File: src/rtl/hex_syscall_unit_pkg.sv
// rtl/hex_syscall_unit_pkg.sv - shared types for the Hex SVC responder
package hex_syscall_unit_pkg;

  typedef enum logic [1:0] {
    SYS_EXIT    = 2'd0,
    SYS_WRITE   = 2'd1,
    SYS_READ    = 2'd2,
    SYS_INVALID = 2'd3
  } syscall_t;

  typedef logic [7:0] byte_t;

  typedef enum logic [2:0] {
    ST_IDLE,
    ST_WRITE_TX,
    ST_READ_RX,
    ST_RESP,
    ST_HALTED
  } syscall_state_t;

  localparam logic [31:0] SYSCALL_EOF = 32'hFFFF_FFFF;

endpackage

File: src/rtl/hex_syscall_unit_if.sv
// rtl/hex_syscall_unit_if.sv - SVC request/response channel plus TX/RX byte streams
interface hex_syscall_unit_if #(
  parameter int STREAM_WIDTH = 8
) ();

  logic                    i_req_valid;
  logic                    o_req_ready;
  logic [1:0]              i_req_opc;
  logic [31:0]             i_req_arg0;
  logic [31:0]             i_req_arg1;
  logic                    o_rsp_valid;
  logic                    i_rsp_ready;
  logic [31:0]             o_rsp_data;
  logic                    o_tx_valid;
  logic                    i_tx_ready;
  logic [7:0]              o_tx_data;
  logic [STREAM_WIDTH-1:0] o_tx_stream;
  logic                    i_rx_valid;
  logic                    o_rx_ready;
  logic [7:0]              i_rx_data;
  logic [STREAM_WIDTH-1:0] o_rx_stream;
  logic                    o_halt;
  logic [31:0]             o_exit_code;
  logic                    o_err;

  // Responder side: the syscall unit itself
  modport slave (
    input  i_req_valid, i_req_opc, i_req_arg0, i_req_arg1, i_rsp_ready,
           i_tx_ready, i_rx_valid, i_rx_data,
    output o_req_ready, o_rsp_valid, o_rsp_data, o_tx_valid, o_tx_data,
           o_tx_stream, o_rx_ready, o_rx_stream, o_halt, o_exit_code, o_err
  );

  // Initiator side: core issue logic together with host I/O
  modport master (
    output i_req_valid, i_req_opc, i_req_arg0, i_req_arg1, i_rsp_ready,
           i_tx_ready, i_rx_valid, i_rx_data,
    input  o_req_ready, o_rsp_valid, o_rsp_data, o_tx_valid, o_tx_data,
           o_tx_stream, o_rx_ready, o_rx_stream, o_halt, o_exit_code, o_err
  );

endinterface

File: src/rtl/hex_syscall_unit.sv
// rtl/hex_syscall_unit.sv - services EXIT/WRITE/READ syscalls, bridging them onto byte streams
module hex_syscall_unit
  import hex_syscall_unit_pkg::*;
#(
  parameter int STREAM_WIDTH = 8,
  parameter int READ_TIMEOUT = 0
) (
  input logic                i_clk,
  input logic                i_rst,
  hex_syscall_unit_if.slave  svc
);

  localparam bit TO_EN = (READ_TIMEOUT > 0);
  localparam int CNT_W = TO_EN ? $clog2(READ_TIMEOUT + 1) : 1;
  localparam logic [CNT_W-1:0] TO_LAST = CNT_W'(TO_EN ? READ_TIMEOUT - 1 : 0);

  syscall_state_t          state_q;
  byte_t                   tx_data_q;
  logic [STREAM_WIDTH-1:0] tx_stream_q;
  logic [STREAM_WIDTH-1:0] rx_stream_q;
  logic [31:0]             rsp_data_q;
  logic                    halt_q;
  logic [31:0]             exit_code_q;
  logic                    err_q;
  logic [CNT_W-1:0]        rd_cnt_q;

  always_ff @(posedge i_clk or posedge i_rst) begin
    if (i_rst) begin
      state_q     <= ST_IDLE;
      tx_data_q   <= '0;
      tx_stream_q <= '0;
      rx_stream_q <= '0;
      rsp_data_q  <= '0;
      halt_q      <= 1'b0;
      exit_code_q <= '0;
      err_q       <= 1'b0;
      rd_cnt_q    <= '0;
    end else begin
      err_q <= 1'b0;
      case (state_q)
        ST_IDLE: begin
          if (svc.i_req_valid) begin
            case (svc.i_req_opc)
              SYS_EXIT: begin
                exit_code_q <= svc.i_req_arg0;
                halt_q      <= 1'b1;
                state_q     <= ST_HALTED;
              end
              SYS_WRITE: begin
                tx_data_q   <= svc.i_req_arg0[7:0];
                tx_stream_q <= svc.i_req_arg1[STREAM_WIDTH-1:0];
                state_q     <= ST_WRITE_TX;
              end
              SYS_READ: begin
                rx_stream_q <= svc.i_req_arg1[STREAM_WIDTH-1:0];
                rd_cnt_q    <= '0;
                state_q     <= ST_READ_RX;
              end
              default: begin
                err_q      <= 1'b1;
                rsp_data_q <= SYSCALL_EOF;
                state_q    <= ST_RESP;
              end
            endcase
          end
        end
        ST_WRITE_TX: begin
          if (svc.i_tx_ready) begin
            rsp_data_q <= '0;
            state_q    <= ST_RESP;
          end
        end
        ST_READ_RX: begin
          // An arriving byte takes priority over an expiring timeout
          if (svc.i_rx_valid) begin
            rsp_data_q <= {24'b0, svc.i_rx_data};
            state_q    <= ST_RESP;
          end else if (TO_EN && (rd_cnt_q == TO_LAST)) begin
            rsp_data_q <= SYSCALL_EOF;
            state_q    <= ST_RESP;
          end else if (TO_EN) begin
            rd_cnt_q <= rd_cnt_q + 1'b1;
          end
        end
        ST_RESP: begin
          if (svc.i_rsp_ready) begin
            state_q <= ST_IDLE;
          end
        end
        ST_HALTED: begin
          state_q <= ST_HALTED;
        end
        default: begin
          state_q <= ST_IDLE;
        end
      endcase
    end
  end

  assign svc.o_req_ready = (state_q == ST_IDLE);
  assign svc.o_tx_valid  = (state_q == ST_WRITE_TX);
  assign svc.o_rx_ready  = (state_q == ST_READ_RX);
  assign svc.o_rsp_valid = (state_q == ST_RESP);
  assign svc.o_rsp_data  = rsp_data_q;
  assign svc.o_tx_data   = tx_data_q;
  assign svc.o_tx_stream = tx_stream_q;
  assign svc.o_rx_stream = rx_stream_q;
  assign svc.o_halt      = halt_q;
  assign svc.o_exit_code = exit_code_q;
  assign svc.o_err       = err_q;

endmodule

File: src/flat_wrapper.sv
// flat-port wrapper written by rule: the top's interface ports become plain ports
module hex_syscall_unit_flat import hex_syscall_unit_pkg::*;
#(
  parameter int STREAM_WIDTH = 8,
  parameter int READ_TIMEOUT = 0
)
  (i_clk, i_rst, svc_i_req_valid, svc_i_req_opc, svc_i_req_arg0, svc_i_req_arg1, svc_i_rsp_ready, svc_i_tx_ready, svc_i_rx_valid, svc_i_rx_data, svc_o_req_ready, svc_o_rsp_valid, svc_o_rsp_data, svc_o_tx_valid, svc_o_tx_data, svc_o_tx_stream, svc_o_rx_ready, svc_o_rx_stream, svc_o_halt, svc_o_exit_code, svc_o_err);
  hex_syscall_unit_if #(.STREAM_WIDTH(STREAM_WIDTH)) svc_i ();
  input logic i_clk;
  input logic i_rst;
  input wire logic [$bits(svc_i.i_req_valid)-1:0] svc_i_req_valid;
  input wire logic [$bits(svc_i.i_req_opc)-1:0] svc_i_req_opc;
  input wire logic [$bits(svc_i.i_req_arg0)-1:0] svc_i_req_arg0;
  input wire logic [$bits(svc_i.i_req_arg1)-1:0] svc_i_req_arg1;
  input wire logic [$bits(svc_i.i_rsp_ready)-1:0] svc_i_rsp_ready;
  input wire logic [$bits(svc_i.i_tx_ready)-1:0] svc_i_tx_ready;
  input wire logic [$bits(svc_i.i_rx_valid)-1:0] svc_i_rx_valid;
  input wire logic [$bits(svc_i.i_rx_data)-1:0] svc_i_rx_data;
  output wire logic [$bits(svc_i.o_req_ready)-1:0] svc_o_req_ready;
  output wire logic [$bits(svc_i.o_rsp_valid)-1:0] svc_o_rsp_valid;
  output wire logic [$bits(svc_i.o_rsp_data)-1:0] svc_o_rsp_data;
  output wire logic [$bits(svc_i.o_tx_valid)-1:0] svc_o_tx_valid;
  output wire logic [$bits(svc_i.o_tx_data)-1:0] svc_o_tx_data;
  output wire logic [$bits(svc_i.o_tx_stream)-1:0] svc_o_tx_stream;
  output wire logic [$bits(svc_i.o_rx_ready)-1:0] svc_o_rx_ready;
  output wire logic [$bits(svc_i.o_rx_stream)-1:0] svc_o_rx_stream;
  output wire logic [$bits(svc_i.o_halt)-1:0] svc_o_halt;
  output wire logic [$bits(svc_i.o_exit_code)-1:0] svc_o_exit_code;
  output wire logic [$bits(svc_i.o_err)-1:0] svc_o_err;
  assign svc_i.i_req_valid = svc_i_req_valid;
  assign svc_i.i_req_opc = svc_i_req_opc;
  assign svc_i.i_req_arg0 = svc_i_req_arg0;
  assign svc_i.i_req_arg1 = svc_i_req_arg1;
  assign svc_i.i_rsp_ready = svc_i_rsp_ready;
  assign svc_i.i_tx_ready = svc_i_tx_ready;
  assign svc_i.i_rx_valid = svc_i_rx_valid;
  assign svc_i.i_rx_data = svc_i_rx_data;
  assign svc_o_req_ready = svc_i.o_req_ready;
  assign svc_o_rsp_valid = svc_i.o_rsp_valid;
  assign svc_o_rsp_data = svc_i.o_rsp_data;
  assign svc_o_tx_valid = svc_i.o_tx_valid;
  assign svc_o_tx_data = svc_i.o_tx_data;
  assign svc_o_tx_stream = svc_i.o_tx_stream;
  assign svc_o_rx_ready = svc_i.o_rx_ready;
  assign svc_o_rx_stream = svc_i.o_rx_stream;
  assign svc_o_halt = svc_i.o_halt;
  assign svc_o_exit_code = svc_i.o_exit_code;
  assign svc_o_err = svc_i.o_err;
  hex_syscall_unit #(.STREAM_WIDTH(STREAM_WIDTH), .READ_TIMEOUT(READ_TIMEOUT)) u_core (.i_clk(i_clk), .i_rst(i_rst), .svc(svc_i));
endmodule
File: config.mk
export PLATFORM = sky130hd
export DESIGN_NAME = hex_syscall_unit_flat
export DESIGN_NICKNAME = d
export VERILOG_FILES = /design/src/rtl/hex_syscall_unit_pkg.sv /design/src/rtl/hex_syscall_unit_if.sv /design/src/rtl/hex_syscall_unit.sv /design/src/flat_wrapper.sv
export SDC_FILE = /design/constraint.sdc
export NUM_CORES = 1
export LEC_CHECK = 0
export ABC_AREA = 1
export ABC_CLOCK_PERIOD_IN_PS = 8700
export BUFFER_PORTS_ARGS = -buffer_cell sky130_fd_sc_hd__buf_2
export CORE_MARGIN = 5
export CORE_UTILIZATION = 40
export CTS_CLUSTER_DIAMETER = 100
export DETAILED_ROUTE_END_ITERATION = 8
export PLACE_DENSITY_LB_ADDON = 0.05
export SKIP_LAST_GASP = 1
export SYNTH_ARGS = -nofsm -noshare
export SYNTH_HDL_FRONTEND = slang
export SYNTH_SLANG_ARGS = --single-unit
File: constraint.sdc
create_clock -name i_clk -period 8.7 [get_ports i_clk]
set_clock_uncertainty 0.2 [all_clocks]
set_input_delay 2.61 -clock i_clk [delete_from_list [all_inputs] [get_ports i_clk]]
set_output_delay 2.61 -clock i_clk [all_outputs]
set_load 0.05 [all_outputs]
=== Yosys cells after proc, flatten, opt, wreduce, memory -nomap -nowiden ===
Index checks and enable logic that the tools add are counted.

* Register bits after elaboration: 93
* Input bits: 80
* Output and inout bits: 94
* Word-level logic and storage cells: 42

* Eq/ne operators: 11
* Multiplexer cells: 14
* Reductions and logical operators: 9

{| class="wikitable"
|+ Operators with widths
! operator !! count
|-
| $mux W32 || 4
|-
| $pmux W32 S3 || 1
|-
| $pmux W3 S5 || 1
|-
| $mux W3 || 4
|-
| $ne A2 B2 Y1 const B || 5
|-
| $pmux W3 S3 || 1
|-
| $reduce_and A3 Y1 || 3
|-
| $eq A3 B2 Y1 const B || 2
|-
| $reduce_and A5 Y1 || 1
|-
| $reduce_and A4 Y1 || 1
|-
| $eq A3 B1 Y1 const B || 1
|-
| $eq A3 B3 Y1 const B || 1
|-
| $logic_not A3 Y1 || 1
|-
| $mux W1 || 3
|-
| $reduce_bool A3 Y1 || 1
|-
| $reduce_or A3 Y1 || 1
|-
| $eq A2 B1 Y1 const B || 1
|-
| $eq A2 B2 Y1 const B || 1
|-
| $logic_not A2 Y1 || 1
|}

=== Logic depth before layout (Yosys ltp) ===
Gate-level depths: netlist (run 1).

* Depth after elaboration: 5
* Depth in mapped cells: 8
* Mapped depth without buffers: 8

=== Worst setup path before layout (run 1) ===
No wires, ideal clock.

* Path type: reg-to-output
* Start: register u_core.state_q[0]
* End: output svc_o_rx_ready
* Data arrival time: 1328 ps
* Required time: 5890 ps
* Setup slack: 4562 ps
* Stages on the path, launching flop included: 2
* Buffers on the path: 0
* Cells stage by stage: dfrtp_1 > nor3_2

* Longest elaborated chain between the ends: 1

{| class="wikitable"
|+ RTL lines
! element !! line !! text
|-
| start, declared || hex_syscall_unit.sv:17 || <nowiki>syscall_state_t state_q;</nowiki>
|-
| start signal, assigned || hex_syscall_unit.sv:29 || <nowiki>state_q <= ST_IDLE;</nowiki>
|-
| start signal, assigned || hex_syscall_unit.sv:47 || <nowiki>state_q <= ST_HALTED;</nowiki>
|-
| start signal, assigned || hex_syscall_unit.sv:52 || <nowiki>state_q <= ST_WRITE_TX;</nowiki>
|-
| $eq A3 B2 Y1 || hex_syscall_unit.sv:102 || <nowiki>assign svc.o_rx_ready = (state_q == ST_READ_RX);</nowiki>
|-
| end, declared || flat_wrapper.sv:25 || <nowiki>output wire logic [$bits(svc_i.o_rx_ready)-1:0] svc_o_rx_ready;</nowiki>
|}

No other way between the ends.

=== Worst setup path after layout (run 1) ===
* Start: input svc_i_req_opc[0]
* End: register u_core.exit_code_q[7], in the netlist u_core.svc.o_exit_code[7]

* Longest elaborated chain between the ends: 2

{| class="wikitable"
|+ RTL lines
! element !! line !! text
|-
| start, declared || flat_wrapper.sv:12 || <nowiki>input wire logic [$bits(svc_i.i_req_opc)-1:0] svc_i_req_opc;</nowiki>
|-
| $logic_not A2 Y1 || hex_syscall_unit.sv:43 || <nowiki>case (svc.i_req_opc)</nowiki>
|-
| $reduce_and A3 Y1 (no source line) || - ||
|-
| end signal, assigned || hex_syscall_unit.sv:45 || <nowiki>exit_code_q <= svc.i_req_arg0;</nowiki>
|-
| end, declared || hex_syscall_unit.sv:23 || <nowiki>logic [31:0] exit_code_q;</nowiki>
|}

No other way between the ends.
A chain may end at the register's enable or synchronous reset.

==> metrics.txt, run 1 <==
final worst setup slack=4.03 ns; Sum Neg Setup Slack=0 ns; DP HPWL=5380 um; post-CTS sizing=0; CP max FO=41; Slew headroom=0.262; Hold Path Depth=2; Worst-Skew Late Latency=0.33 ns; final period utilization=0.537; Crit-path slowest cell=nor2_2; share of layout cells above drive strength 1=0.398; drt total wl=7600 um; largest net degree at the start of global routing=71; CTS clock-pin slew for the worst setup and hold paths=0.07 ns; net count after synthesis=430; Slew @ Worst Pin=1.11 ns; crit path DAT=4.71 ns; CTS buffer count=9; Max stage delay on crit path=0.86 ns; Tmin final=4.67 ns; dpl ws=3.64 ns; Register Area=1750 um2; Die W=98.7 um; DRT Pass-1 Iters=4; GRT Util Overall=0.158; grt total ovfl=0; fmax=0.214 GHz; H-tree Lvls=3; Cells after Synth=350; CTS tree=done; initial core utilization=0.409; fillcell total=794; final antenna-violating net count=0; Rows=32; clock tree buffer depth=2; initial DRC count=75; post-CTS setup buffer count=0; Yosys cell types=22; via/cell ratio=4.47; Critical Path End Type=flop; area of the multi-input gates=1030 um2; unrepaired setup endpoints after global routing=no; root buffer cell=clkbuf_8; max cap viols=0; Crit Path Class=in -> reg; status=finished clean; Seq/Total Area, Yosys=0.557; via count=2600; post-route DRC violation count=0; worst hold path type=reg -> reg; port bufs=149; Die Ht=98.7 um; RePlAce Congestion=0.772; area growth from synthesis to layout=25.2%; Syn. warnings=0; vias in the first global route=2475; number of I/O pins=174; Worst Reg-to-Reg Cells=5; fin nets=556; required time of the critical path=8.73 ns; critical-path cell list=buf_2, nor2_2, nand2_2, o21ai_1; Avg Inst Size Synth=8.99 um2; max-slew violations=0; ant diodes=0; Final setup viols=0; # clock sinks=70; cts hold-fix bufs=0; CORE AREA=7690 um2; initial antenna violation count=0; area of the die=9740 um2; Yosys reg bits=70; Post-Syn Area=3150 um2; Fin. Hold Viols=0; Startpoint Class=input port; DR WL/cell=13.1 um; first-pass GRT wire length=12400 um
==> state kept, by name, summed over array words and instances (netlist names) <==
signal and cells:
u_core.svc.o_tx_stream 8, u_core.svc.o_exit_code 32, u_core.svc.o_rsp_data 9, u_core.svc.o_halt 1, u_core.svc.o_rx_stream 8, u_core.state_q 3, u_core.svc.o_tx_data 8, u_core.svc.o_err 1
==> layout make-up <==
| class | instances | area share |
|---|---|---|
| clock buffer | 14 | 0.0413 |
| clock inverter | 1 | 0.00127 |
| inverter | 30 | 0.0286 |
| multi-input combinational | 215 | 0.260 |
| sequential | 70 | 0.445 |
| tap | 102 | 0.0324 |
| timing repair buffer | 150 | 0.191 |
==> critical path: cells and delay by family <==
| kind | cells | cell delay, ns |
|---|---|---|
| AO/OA/AOI/OAI | 1 | 0.33 |
| buffers and inverters | 1 | 0.15 |
| AND/OR/NAND/NOR | 2 | 1.60 |
==> synth_stat cells, drive strengths merged <==
library cell / n / share of area
nand3: 37 / 0.063
nor2: 10 / 0.023
clkbuf: 2 / 0.0024
o21ai: 34 / 0.073
clkinv: 1 / 0.0012
nand2: 129 / 0.16
a21oi: 3 / 0.0048
dfrtp: 70 / 0.56
nor3: 2 / 0.0048
inv: 29 / 0.035
buf: 33 / 0.079
==> placed cells by master, fill, tap and decap left out <==
cell type,netlist,final
nand3_1,36,36
nand2_2,4,4
nor3_2,1,1
dfrtp_1,70,70
o21ai_2,16,16
inv_2,1,2
nor3_1,1,1
nand3_4,1,1
a21oi_1,3,3
buf_2,6,149
clkinv_2,0,1
clkinv_1,1,1
clkbuf_8,0,11
nor2_4,2,2
o21ai_0,2,2
o21ai_1,16,16
buf_4,23,1
nand2_1,125,125
nor2_2,2,2
clkbuf_1,2,3
inv_1,28,27
nor2_8,1,1
nor2_1,5,5
==> per-layer routing <==
layer,up-vias,share of wire,global-route usage
met3,9,0.089,0.0517
met5,-,0,0
met2,102,0.46,0.239
met4,0,0.011,0.0567
li1,1325,-,-
met1,1164,0.44,0.212
==> cell families after synthesis <==
kind of cell    after synthesis  synth area share
simple gates                178             0.248
flops                        70             0.557
buf+inv                      65             0.117
compound gates               37            0.0780
==> through the flow <==
stage,util,area (um2),hold slack (ns),instances
finish,0.512,3940,0.264,582
CTS,0.512,3940,0.271,582
global placement,0.491,3770,0.242,567
floorplan,-,3150,0.414,350
global route,0.512,3940,0.294,582
detailed placement,0.491,3770,0.253,567
==> final timing paths <==
check | startpoint | endpoint | slack, ns
max in group asynchronous | i_rst | u_core.state_q[1] | 5.37
worst max-delay path | svc_i_req_opc[0] | u_core.svc.o_exit_code[7] | 4.03
worst min-delay path | u_core.svc.o_exit_code[10] | u_core.svc.o_exit_code[10] | 0.26
min in group asynchronous | i_rst | u_core.svc.o_exit_code[11] | 2.33
worst min register to register | u_core.svc.o_exit_code[10] | u_core.svc.o_exit_code[10] | 0.26
worst max register to register | u_core.state_q[0] | u_core.svc.o_exit_code[7] | 6.36
Power of run 1 is left out: the tool's default activity adds up to more than one toggle a clock period on the data nets, which glitch-free logic cannot reach.
==> inputs of run 2 (changes only) <==
--- a/config.mk
+++ b/config.mk
@@ -5,8 +5,8 @@
 export SDC_FILE = /design/constraint.sdc
 export NUM_CORES = 1
 export LEC_CHECK = 0
-export ABC_AREA = 1
-export ABC_CLOCK_PERIOD_IN_PS = 8700
+export ABC_AREA = 0
+export ABC_CLOCK_PERIOD_IN_PS = 4560
 export BUFFER_PORTS_ARGS = -buffer_cell sky130_fd_sc_hd__buf_2
 export CORE_MARGIN = 5
 export CORE_UTILIZATION = 40
==> constraint.sdc (replaced) <==
create_clock -name i_clk -period 4.56 [get_ports i_clk]
set_clock_uncertainty 0.2 [all_clocks]
set_input_delay 1.368 -clock i_clk [delete_from_list [all_inputs] [get_ports i_clk]]
set_output_delay 1.368 -clock i_clk [all_outputs]
set_load 0.05 [all_outputs]
==> metrics.txt, run 2 <==
port bufs=149 (unchanged); Synth Flop Type=dfrtp_1 (unchanged); top-area cell type share of the netlist area=0.543 (was 0.557); max cap viols=0 (unchanged); final period utilization=0.758; status=finished clean (unchanged); post-CTS setup buffer count=0 (unchanged); commonest non-fill, non-tap cell in the layout=buf_2 (unchanged); crit path buf inv count=2 (was 1); first-pass GRT wire length=11600 um (was 12400 um); unrepaired setup endpoints after global routing=no (unchanged); drt total wl=7320 um (was 7600 um); Post-Syn Area=3220 um2 (was 3150 um2); initial antenna violation count=0 (unchanged); CTS tree=done (unchanged); Die Ht=99.8 um (was 98.7 um); GRT Util Overall=0.148 (was 0.158); Avg Inst Size Synth=13.5 um2 (was 8.99 um2); commonest cells in the netlist=dfrtp_1, mux2_2, buf_4 (was nand2_1, dfrtp_1, nand3_1); post-synthesis async set-or-reset flop share=1.00 (unchanged); Die W=99.8 um (was 98.7 um); max-slew violations=0 (unchanged); worst hold path type=reg -> reg (unchanged); leading post-synthesis cells by cell area=dfrtp_1, mux2_2, buf_4 (was dfrtp_1, nand2_1, nand3_1); post-route DRC violation count=0 (unchanged); Cells after Synth=238 (was 350); Slew headroom=0.307 (was 0.262); Max stage delay on crit path=0.69 ns (was 0.86 ns); area growth from synthesis to layout=26.6% (was 25.2%); top-count cell post-synth=dfrtp_1 (was nand2_1); Worst-Skew Late Latency=0.34 ns (was 0.33 ns); root buffer cell=clkbuf_8 (unchanged); CTS clock-pin slew for the worst setup and hold paths=0.08 ns (was 0.07 ns); Yosys reg bits=70 (unchanged); CTS buffer count=9 (unchanged); Seq/Total Area, Yosys=0.543 (was 0.557); Post-Layout Cell Count=468 (was 582); Startpoint Class=flop (was input port); number of I/O pins=174 (unchanged); commonest cells after routing, fill and taps aside=buf_2, dfrtp_1, mux2_2 (was buf_2, nand2_1, dfrtp_1); H-tree Lvls=3 (unchanged); initial core utilization=0.413 (was 0.409); CP delay by family, top=flip-flops (was simple AND/OR/NAND/NOR gates); R2R Setup Slk=1.93 ns (was 6.36 ns); ant diodes=0 (unchanged); area of the multi-input gates=1140 um2 (was 1030 um2); Yosys cell types=36 (was 22); largest net degree at the start of global routing=37 (was 71); fin nets=441 (was 556); Final setup viols=0 (unchanged); cts hold-fix bufs=0 (unchanged); Rows=32 (unchanged); post-CTS sizing=0 (unchanged); DP Cell Count=452 (was 567); Tmin final=3.45 ns; # clock sinks=70 (unchanged); CORE AREA=7810 um2 (was 7690 um2); Syn. warnings=0 (unchanged); final antenna-violating net count=0 (unchanged); Fin. Hold Viols=0 (unchanged); grt total ovfl=0 (unchanged); hold_ws=0.267 ns (was 0.264 ns); critical-path cell list=inv_1, nor3_1, buf_2 (was buf_2, nor2_2, nand2_2, o21ai_1); fillcell total=732 (was 794); crit path DAT=1.89 ns (was 4.71 ns); area of the die=9950 um2 (was 9740 um2); via/cell ratio=4.75 (was 4.47); share of layout cells above drive strength 1=0.617 (was 0.398); vias in the first global route=2239 (was 2475); Critical Path End Type=output pin (was flop); Post-synth EDFFs=0 (unchanged); RePlAce Congestion=0.687 (was 0.772); initial DRC count=48 (was 75); clock tree buffer depth=2 (unchanged); Largest register FFs=32 (unchanged); CP max FO=19 (was 41); required time of the critical path=2.99 ns (was 8.73 ns); net count after synthesis=318 (was 430); Slew @ Worst Pin=1.04 ns (was 1.11 ns); DR WL/cell=15.6 um (was 13.1 um); Crit-path slowest cell=dfrtp_1 (was nor2_2); Register Area=1750 um2 (unchanged); via count=2222 (was 2600); DP HPWL=5220 um (was 5380 um); Crit Path Class=reg -> out (was in -> reg); post-synth top area cell=dfrtp_1 (unchanged); DRT Pass-1 Iters=4 (unchanged); fmax=0.289 GHz; Sum Neg Setup Slack=0 ns (unchanged)
run 2: per-layer routing:
layer  share of wire  track usage  wire, um
met1            0.44        0.203      3220
met2            0.46        0.218      3330
met3           0.090       0.0512       659
met4           0.014       0.0536        99
met5               0            0         0
run 2: path summary, 6_finish.rpt:
| kind | start | to | cells after the start |
|---|---|---|---|
| max | u_core.state_q[0] | svc_o_tx_valid | 3 |
| min | u_core.svc.o_halt | u_core.svc.o_halt | 1 |
| max reg2reg | u_core.state_q[1] | u_core.svc.o_tx_data[6] | 3 |
| min reg2reg | u_core.svc.o_halt | u_core.svc.o_halt | 1 |
| max in group asynchronous | i_rst | u_core.svc.o_exit_code[14] | 3 |
| min in group asynchronous | i_rst | u_core.svc.o_tx_data[7] | 2 |
run 2: cell type report:
cell class	instances	area share
Timing Repair Buffer	150	0.188
Clock inverter	5	0.0255
Tap cell	102	0.0313
Inverter	10	0.00920
Sequential cell	70	0.429
Multi-Input combinational cell	120	0.280
Clock buffer	11	0.0371
run 2: metrics by stage:
step	area (um2)	setup WS [ns]	util
5_1_grt	4080	0.918	0.523
6_report	4080	1.11	0.523
3_3_place_gp	3820	1.35	0.490
4_1_cts	4080	1.08	0.523
2_1_floorplan	3220	1.01	-
3_5_place_dp	3820	1.32	0.490
run 2: cell families (layout without fill, tap and decap cells):
group / Yosys count / count (layout) / share of synthesized area
flip-flops: 70 / 70 / 0.543
multiplexers: 57 / 57 / 0.210
buffers and inverters: 48 / 176 / 0.102
AO/OA/AOI/OAI: 34 / 34 / 0.0710
AND/OR/NAND/NOR: 29 / 29 / 0.0730
Power of run 2 is left out for the same reason.
==> inputs of run 3 (changes only) <==
--- a/config.mk
+++ b/config.mk
@@ -6,7 +6,7 @@
 export NUM_CORES = 1
 export LEC_CHECK = 0
 export ABC_AREA = 0
-export ABC_CLOCK_PERIOD_IN_PS = 4560
+export ABC_CLOCK_PERIOD_IN_PS = 2860
 export BUFFER_PORTS_ARGS = -buffer_cell sky130_fd_sc_hd__buf_2
 export CORE_MARGIN = 5
 export CORE_UTILIZATION = 40
==> constraint.sdc (replaced) <==
create_clock -name i_clk -period 2.86 [get_ports i_clk]
set_clock_uncertainty 0.2 [all_clocks]
set_input_delay 0.858 -clock i_clk [delete_from_list [all_inputs] [get_ports i_clk]]
set_output_delay 0.858 -clock i_clk [all_outputs]
set_load 0.05 [all_outputs]
==> metrics.txt, run 3 (synthesized netlist as in run 2, its figures left out) <==
status=finished clean (unchanged); post-CTS setup buffer count=0 (unchanged); # clock sinks=70 (unchanged); DP Cell Count=459 (was 452); max cap viols=0 (unchanged); Die W=99.8 um (unchanged); grt total ovfl=0 (unchanged); crit path DAT=1.51 ns (was 1.89 ns); Tmin final=2.57 ns; ant diodes=0 (unchanged); number of I/O pins=174 (unchanged); unrepaired setup endpoints after global routing=no (unchanged); via count=2231 (was 2222); drt total wl=7320 um (about the same); fin nets=448 (was 441); clock tree buffer depth=2 (unchanged); post-CTS sizing=0 (unchanged); area of the die=9950 um2 (unchanged); via/cell ratio=4.70 (was 4.75); GR peak layer=met2 (unchanged); DR WL/cell=15.4 um (was 15.6 um); CP max FO=12 (was 19); commonest non-fill, non-tap cell in the layout=buf_2 (unchanged); Fin. Hold Viols=0 (unchanged); DP HPWL=5320 um (was 5220 um); CTS buffer count=9 (unchanged); Sum Neg Setup Slack=0 ns (unchanged); DRT Pass-1 Iters=4 (unchanged); cell area after layout=4100 um2 (was 4080 um2); Post-Layout Cell Count=475 (was 468); cts hold-fix bufs=0 (unchanged); required time of the critical path=1.80 ns (was 2.99 ns); Worst-Skew Late Latency=0.33 ns (was 0.34 ns); share of layout cells above drive strength 1=0.630 (was 0.617); RePlAce Congestion=0.749 (was 0.687); fillcell total=715 (was 732); commonest cells after routing, fill and taps aside=buf_2, dfrtp_1, mux2_2 (unchanged); GR met1 Demand/Resource=0.205 (was 0.203); initial DRC count=34 (was 48); DP Area=3900 um2 (was 3820 um2); Largest register FFs=32 (unchanged); H-tree Lvls=3 (unchanged); final antenna-violating net count=0 (unchanged); Die Ht=99.8 um (unchanged); Final setup viols=0 (unchanged); root buffer cell=clkbuf_8 (unchanged); vias in the first global route=2313 (was 2239); initial antenna violation count=0 (unchanged); final period utilization=0.898; met3 Resource Use GR=0.0491 (was 0.0512); fmax=0.390 GHz; port bufs=149 (unchanged); Slew headroom=0.681 (was 0.307); Crit Path Class=reg -> out (unchanged); CORE AREA=7810 um2 (unchanged); post-route DRC violation count=0 (unchanged); worst hold path type=reg -> reg (unchanged); CTS clock-pin slew for the worst setup and hold paths=0.08 ns (about the same); Rows=32 (unchanged); CTS tree=done (unchanged); initial core utilization=0.413 (unchanged); met2 Resource Use GR=0.224 (was 0.218); hold_ws=0.263 ns (was 0.267 ns); first-pass GRT wire length=11800 um (was 11600 um); area growth from synthesis to layout=27.2% (was 26.6%); max-slew violations=0 (unchanged); Slew @ Worst Pin=0.478 ns (was 1.04 ns); GRT Util Overall=0.151 (was 0.148); Startpoint Class=flop (unchanged); largest net degree at the start of global routing=52 (was 37); Critical Path End Type=output pin (unchanged)
run 3: final timing paths:
| path | slack [ns] | cells after the start | start | endpoint |
|---|---|---|---|---|
| max | 0.29 | 2 | u_core.state_q[1] | svc_o_req_ready |
| min | 0.26 | 1 | u_core.svc.o_halt | u_core.svc.o_halt |
| max reg2reg | 0.79 | 3 | u_core.state_q[1] | u_core.svc.o_rx_stream[0] |
| min reg2reg | 0.26 | 1 | u_core.svc.o_halt | u_core.svc.o_halt |
| max in group asynchronous | 1.85 | 3 | i_rst | u_core.svc.o_rx_stream[2] |
| min in group asynchronous | 0.36 | 3 | i_rst | u_core.svc.o_exit_code[23] |
run 3: cell type report:
| type | instances | area [um2] | share of cell area |
|---|---|---|---|
| inverters | 10 | 37.5 | 0.00916 |
| repair buffers | 157 | 831 | 0.203 |
| clock buffers | 10 | 138 | 0.0336 |
| clock inverters | 6 | 61.3 | 0.0150 |
| well taps | 102 | 128 | 0.0311 |
| flip-flops and latches | 70 | 1750 | 0.427 |
| multi-input cells | 120 | 1150 | 0.281 |
run 3: metal layers:
layer	part of all wire	wire length, um
met1	0.46	3340
met5	0	0
met2	0.45	3260
met4	0.016	120
met3	0.081	591
run 3: stage by stage:
step / utilization / worst slack, ns
final: 0.525 / 0.293
after global routing: 0.525 / 0.197
after CTS: 0.525 / 0.254
after detailed placement: 0.500 / 0.582
after global placement: 0.500 / 0.607
after floorplan: - / 0.0338
run 3: worst max-delay path: stages (launching register included):
cell     delay [ns]
dfrtp_1        0.54
nor3_4         0.32
buf_2          0.32
Power of run 3 is left out for the same reason.
